## src/rtl/counter_n.sv

```systemverilog
// Parametrised synchronous up/down counter with clamped load, wrap/saturate modes and cascade enable.
// Build option: define COUNTER_N_STICKY_OVF_EN to make ovf sticky until clear/load; otherwise it is a one-cycle pulse.
module counter_n #(
  parameter int unsigned WIDTH = 8,
  parameter int unsigned MAX   = (2 ** WIDTH) - 1
) (
  input  logic             clk,
  input  logic             clear,
  input  logic             load,
  input  logic             enable,
  input  logic             cin,
  input  logic             up,
  input  logic             sat,
  input  logic [WIDTH-1:0] v,
  output logic [WIDTH-1:0] q,
  output logic             rc0,
  output logic             ovf
);

  localparam logic [WIDTH-1:0] MAX_V = WIDTH'(MAX);

  logic [WIDTH-1:0] q_q, q_d;
  logic             ovf_q, ovf_d;
  logic             at_top, at_bot, at_edge, step, boundary;

  // Terminal-count detection shared by rc0 and the boundary event
  always_comb begin
    at_top   = (q_q == MAX_V);
    at_bot   = (q_q == '0);
    at_edge  = (up & at_top) | (~up & at_bot);
    step     = enable & cin;
    boundary = step & at_edge;
    rc0      = cin & at_edge;
  end

  // Next-state: load beats count; a boundary either wraps or holds
  always_comb begin
    q_d = q_q;
`ifdef COUNTER_N_STICKY_OVF_EN
    ovf_d = ovf_q;
`else
    ovf_d = 1'b0;
`endif
    if (load) begin
      q_d   = (v > MAX_V) ? MAX_V : v;
      ovf_d = 1'b0;
    end else if (step) begin
      if (boundary) begin
        ovf_d = 1'b1;
        if (!sat) begin
          q_d = up ? '0 : MAX_V;
        end
      end else begin
        q_d = up ? (q_q + WIDTH'(1)) : (q_q - WIDTH'(1));
      end
    end
  end

  always_ff @(posedge clk) begin
    if (clear) begin
      q_q   <= '0;
      ovf_q <= 1'b0;
    end else begin
      q_q   <= q_d;
      ovf_q <= ovf_d;
    end
  end

  assign q   = q_q;
  assign ovf = ovf_q;

endmodule

```

## config.mk

```make
export PLATFORM = sky130hd
export DESIGN_NAME = counter_n
export DESIGN_NICKNAME = d
export VERILOG_FILES = /design/src/rtl/counter_n.sv
export SDC_FILE = /design/constraint.sdc
export NUM_CORES = 1
export LEC_CHECK = 0
export ABC_AREA = 1
export BUFFER_PORTS_ARGS = -buffer_cell sky130_fd_sc_hd__buf_2
export CAP_MARGIN = 20
export CELL_PAD_IN_SITES_DETAIL_PLACEMENT = 1
export CELL_PAD_IN_SITES_GLOBAL_PLACEMENT = 2
export CORE_MARGIN = 1
export CORE_UTILIZATION = 28
export DETAILED_ROUTE_END_ITERATION = 12
export PLACE_DENSITY_LB_ADDON = 0.1
export SYNTH_ARGS = -nofsm -noshare
export SYNTH_HDL_FRONTEND = slang
export SYNTH_SLANG_ARGS = --single-unit
```

## constraint.sdc

```tcl
create_clock -name clk -period 4.3 [get_ports clk]
set_input_delay 0.645 -clock clk [delete_from_list [all_inputs] [get_ports clk]]
set_output_delay 0.645 -clock clk [all_outputs]
set_load 0.005 [all_outputs]
```

; Yosys cells after proc, flatten, opt, wreduce, memory -nomap -nowiden
; Cells that the tools add are included.
[op_classes]
add_sub_neg = 2
magnitude_cmp = 1
eq_ne = 2
mux = 8
n_bitwise = 8
n_reduce_logical = 4
[op_table]
columns = op, n
row1 = 8-bit 2-to-1 mux, 7
row2 = "8-bit by 1-bit adder with 8-bit output, second input constant", 1
row3 = "8-bit == test, second input constant", 1
row4 = "8-bit > comparator, second input constant", 1
row5 = 8-bit logical NOT, 1
row6 = "8-bit by 1-bit subtractor with 8-bit output, second input constant", 1
row7 = 1-bit AND, 5
row8 = "3-bit != test, second input constant", 1
row9 = 3-bit OR reduction, 1
row10 = 1-bit inverter, 2
row11 = 2-bit AND reduction, 1
row12 = 2-bit nonzero test, 1
row13 = 1-bit 2-to-1 mux, 1
row14 = 1-bit bitwise OR, 1
[totals]
reg_bits = 9
input_bits = 15
out_inout_bits = 10
wordCells = 27

; Longest topological paths before layout
[depth]
ltp_word = 7
ltp_mapped = 11
depth_no_buf = 11

; Least setup slack after synthesis
; OpenSTA, ideal clock, no wires.
[synth_path]
path_type = input -> register
startpoint = input port up
endpoint = register q_q[7], in the netlist q[7]
setup_ps = 68
arrival_ps = 1822
t_required_ps = 4232
slack_ps = 2410
path_stages = 11
n_path_buf = 0
path_cell_list = inv_1 > ha_1 > nand2_1 > nand2_1 > a21oi_1 > nand2_1 > nand2_1 > nand3_1 > nand2_1 > nand2_1 > a21oi_2
[synth_between]
elab_chain_cells = 7
word_cells_on_any_way = 13
classes_between = eq/ne (1) / mux (6) / bitwise (5) / reduce/logical (1)
[synth_lines]
columns = element, line
row1 = "start, declared", 12  ; input logic up,
row2 = 1-bit inverter, 30  ; at_edge = (up & at_top) | (~up & at_bot);
row3 = 1-bit AND, 30
row4 = 1-bit bitwise OR, 30
row5 = 1-bit AND, 32  ; boundary = step & at_edge;
row6 = 8-bit 2-to-1 mux, 48  ; if (boundary) begin
row7 = 8-bit 2-to-1 mux, 47  ; end else if (step) begin
row8 = 8-bit 2-to-1 mux, 44  ; if (load) begin
row9 = "end signal, assigned", 64  ; q_q <= q_d;
row10 = "end, declared", 22  ; logic [WIDTH-1:0] q_q, q_d;
; Several ways; a longest one is shown, not always the timed one. The select of a mux whose other input is x is not followed.
; A chain may end at the register's enable or synchronous reset.

; Worst setup path after layout
[layout_path]
startpoint = register q_q[0], in the netlist q[0]
endpoint = output port rc0
[layout_between]
elab_chain_cells = 4
word_cells_on_any_way = 6
classes_between = eq/ne (1) / bitwise (4) / reduce/logical (1)
[layout_lines]
columns = element, line
row1 = 8-bit == test / 8-bit logical NOT (equally long branches), "28, 29"
row2 = 1-bit AND, 30
row3 = 1-bit bitwise OR (*), 30
row4 = 1-bit AND (*), 33  ; rc0 = cin & at_edge;
row5 = "end, declared", 16  ; output logic rc0,
; Every way passes the cells marked *; elsewhere a longest branch is shown, timed or not.

==> metrics.md <==
| Metric | Value |
|---|---|
| Run status | `complete, no violations` |
| CP max FO | `8` |
| Antenna Cells | `0` |
| Global Route Usage Sum | `18.7%` |
| Fillers | `448` |
| Total CTS buffers | `3` |
| Drt total wl | `2890 µm` |
| Congestion Overflow GR | `0` |
| Placed standard-cell area | `0.00108 mm²` |
| DIE AREA | `0.00353 mm²` |
| Rows | `20` |
| Min-Delay Startpoint | `q[7]` |
| Static leakage | `0.000603 µW` |
| XOR/XNOR Fraction of Synth Area | `2.85%` |
| FF-to-FF Start | `q[6]` |
| Final nets | `206` |
| Hpwl dp | `2310 µm` |
| Setup bufs post-CTS | `0` |
| Core Region | `0.00308 mm²` |
| Pwr Density | `264 mW/mm²` |
| Crit. Startpoint | `q[0]` |
| Worst-Skew Late Latency | `0.26 ns` |
| Chip Width | `59.4 µm` |
| Post-synthesis compound-gate area fraction | `11.1%` |
| Critical path endpoint category | `output port` |
| Starting Density | `30.0%` |
| Most frequent cells in the layout | `nand2_1 (48), nor2_1 (26), buf_2 (24)` |
| Yosys warnings | `0` |
| Synth Area in Simple Gates | `44.4%` |
| Post-Syn Nets | `179` |
| Unrepaired setup endpoints after global routing | `false` |
| Largest net degree at the start of global routing | `16` |
| WL per Instance | `12.7 µm` |
| Drt drc | `0` |
| Commonest non-fill, non-tap cell in the layout | `nand2_1` |
| DRT iter0 DRCs | `32` |
| Sink Count | `9` |
| PortBufs | `24` |
| Final setup TNS | `0 ns` |
| Register area share after synthesis | `19.5%` |
| Clock transition at the registers of the reported paths | `0.06 ns` |
| Crit start category | `register` |
| Unique masters post-synth | `23` |
| Peak supply drop | `0.000150 V` |
| Final hold vios | `0` |
| Mux share of post-synthesis cell area | `0%` |
| Root Driver | `clkbuf_4` |
| Initial antenna violation count | `0` |
| Gpl congestion | `0.778` |
| Setup violators final | `0` |
| Period Utilization, post-route | `47.9%` |
| Final Skew | `0.000754 ns` |
| Post-route minimum period | `2.06 ns` |
| Post-CTS sizing | `0` |
| Global-route wire length before repair | `4860 µm` |
| Drt pass-1 iters | `4` |
| Min-delay worst type | `register to register` |
| Die Ht | `59.4 µm` |
| Maximum capacitance violations | `0` |
| Power Total | `292 µW` |
| Share of cells above drive strength 1 | `19.1%` |
| Post-synthesis adder-cell area fraction | `10.3%` |
| Final Util | `35.9%` |
| Synthesized area per cell | `5.87 µm²` |
| Routed Antenna Nets | `0` |
| Final Instance Count excl. Fillers | `227` |
| Synthesis-stage register bit count | `9` |
| Vias per inst | `4.66` |
| Inst Count DP | `223` |
| Clock tree buffer depth | `2` |
| Max-slew violations | `0` |
| CP Class | `register to output port` |
| Mapped cell area | `922 µm²` |
| Largest family of logic cells by synthesized area | `simple AND/OR/NAND/NOR gates` |
| WP data required | `3.65 ns` |
| Cts hold-fix bufs | `0` |
| Slew @ Worst Pin | `0.361 ns` |
| Rel. slew slack | `75.9%` |
| H-Tree Depth | `1` |
| CTS tree | `built` |
| Maximum clock rate | `0.485 GHz` |
| Vias in the first global route | `1,008` |
| Crit path DAT | `1.42 ns` |
| Synthesis-to-finish area growth | `19.8%` |
| Finished Cell Area | `0.00110 mm²` |
| Vias | `1,057` |
| IO Count | `25` |
| Mapped Cells | `157` |
==> final cells by class <==
class | count | area, µm² | area share, %
inverters | 24 | 90.1 | 8.15
repair buffers | 24 | 120 | 10.9
clock buffers | 4 | 26.3 | 2.38
flip-flops and latches | 9 | 180 | 16.3
multi-input cells | 122 | 633 | 57.3
well taps | 44 | 55.1 | 4.98
==> synthesized netlist by cell type <==
master / count / area share (%)
nand3b_1: 1 / 0.81
buf_8: 1 / 1.6
nor2_2: 1 / 0.68
dfxtp_1: 9 / 20
ha_1: 6 / 8.1
nor2_1: 26 / 11
nand4_1: 2 / 1.4
clkinv_1: 1 / 0.41
inv_1: 23 / 9.4
nand2_4: 1 / 1.2
nand2_2: 1 / 0.68
xnor2_1: 1 / 0.95
nand2_1: 48 / 20
xor2_1: 2 / 1.9
buf_1: 1 / 0.41
fa_1: 1 / 2.2
a21oi_1: 11 / 6.0
nor3_1: 2 / 1.1
nand3_1: 12 / 6.5
a21oi_2: 4 / 3.8
a21boi_0: 1 / 0.81
o21ai_0: 1 / 0.54
nand3_4: 1 / 1.9
==> registers in the layout (all words and copies together) (netlist names) <==
register / count
ovf: 1
q: 8
==> critical path, stage by stage (launching register included) <==
cell,delay [ns]
dfxtp_1,0.50
nand2_1,0.09
nor2_1,0.12
nand3_1,0.12
a21boi_0,0.19
buf_2,0.14
==> cell families after synthesis <==
kind of cell | count (synthesis)
simple gates | 95
buf+inv | 26
compound gates | 17
flops | 9
fa+ha+maj | 7
xor+xnor | 3
==> path summary, 6_finish.rpt <==
kind         cells past startpoint  endpoint  slack (ns)
max                              5       rc0        2.24
max reg2reg                     10      q[7]        2.57
min                              2      q[7]        0.56
min reg2reg                      2      q[7]        0.56
==> metrics by stage <==
stage          setup WS (ns)  hold WS, ns
2_1_floorplan           2.41        0.519
3_3_place_gp            2.03        0.545
3_5_place_dp            1.99        0.550
4_1_cts                 2.17        0.562
5_1_grt                 2.04        0.606
6_report                2.24        0.562
==> per-layer routing <==
layer  share of wire (%)  GRT usage [%]
met1                  48           24.4
met2                  50           32.7
met3                 2.6           3.28
met4                   0           2.04
met5                   0              0
==> where the power goes <==
group	leakage (µW)	total, µW	switching, µW	internal [µW]
clock	0.0000150	65.4	29.7	35.8
combinational	0.000514	121	71.2	49.8
sequential	0.0000745	106	14.6	90.9
total	0.000603	292	115	176
Power figures use the tool's default switching activity.
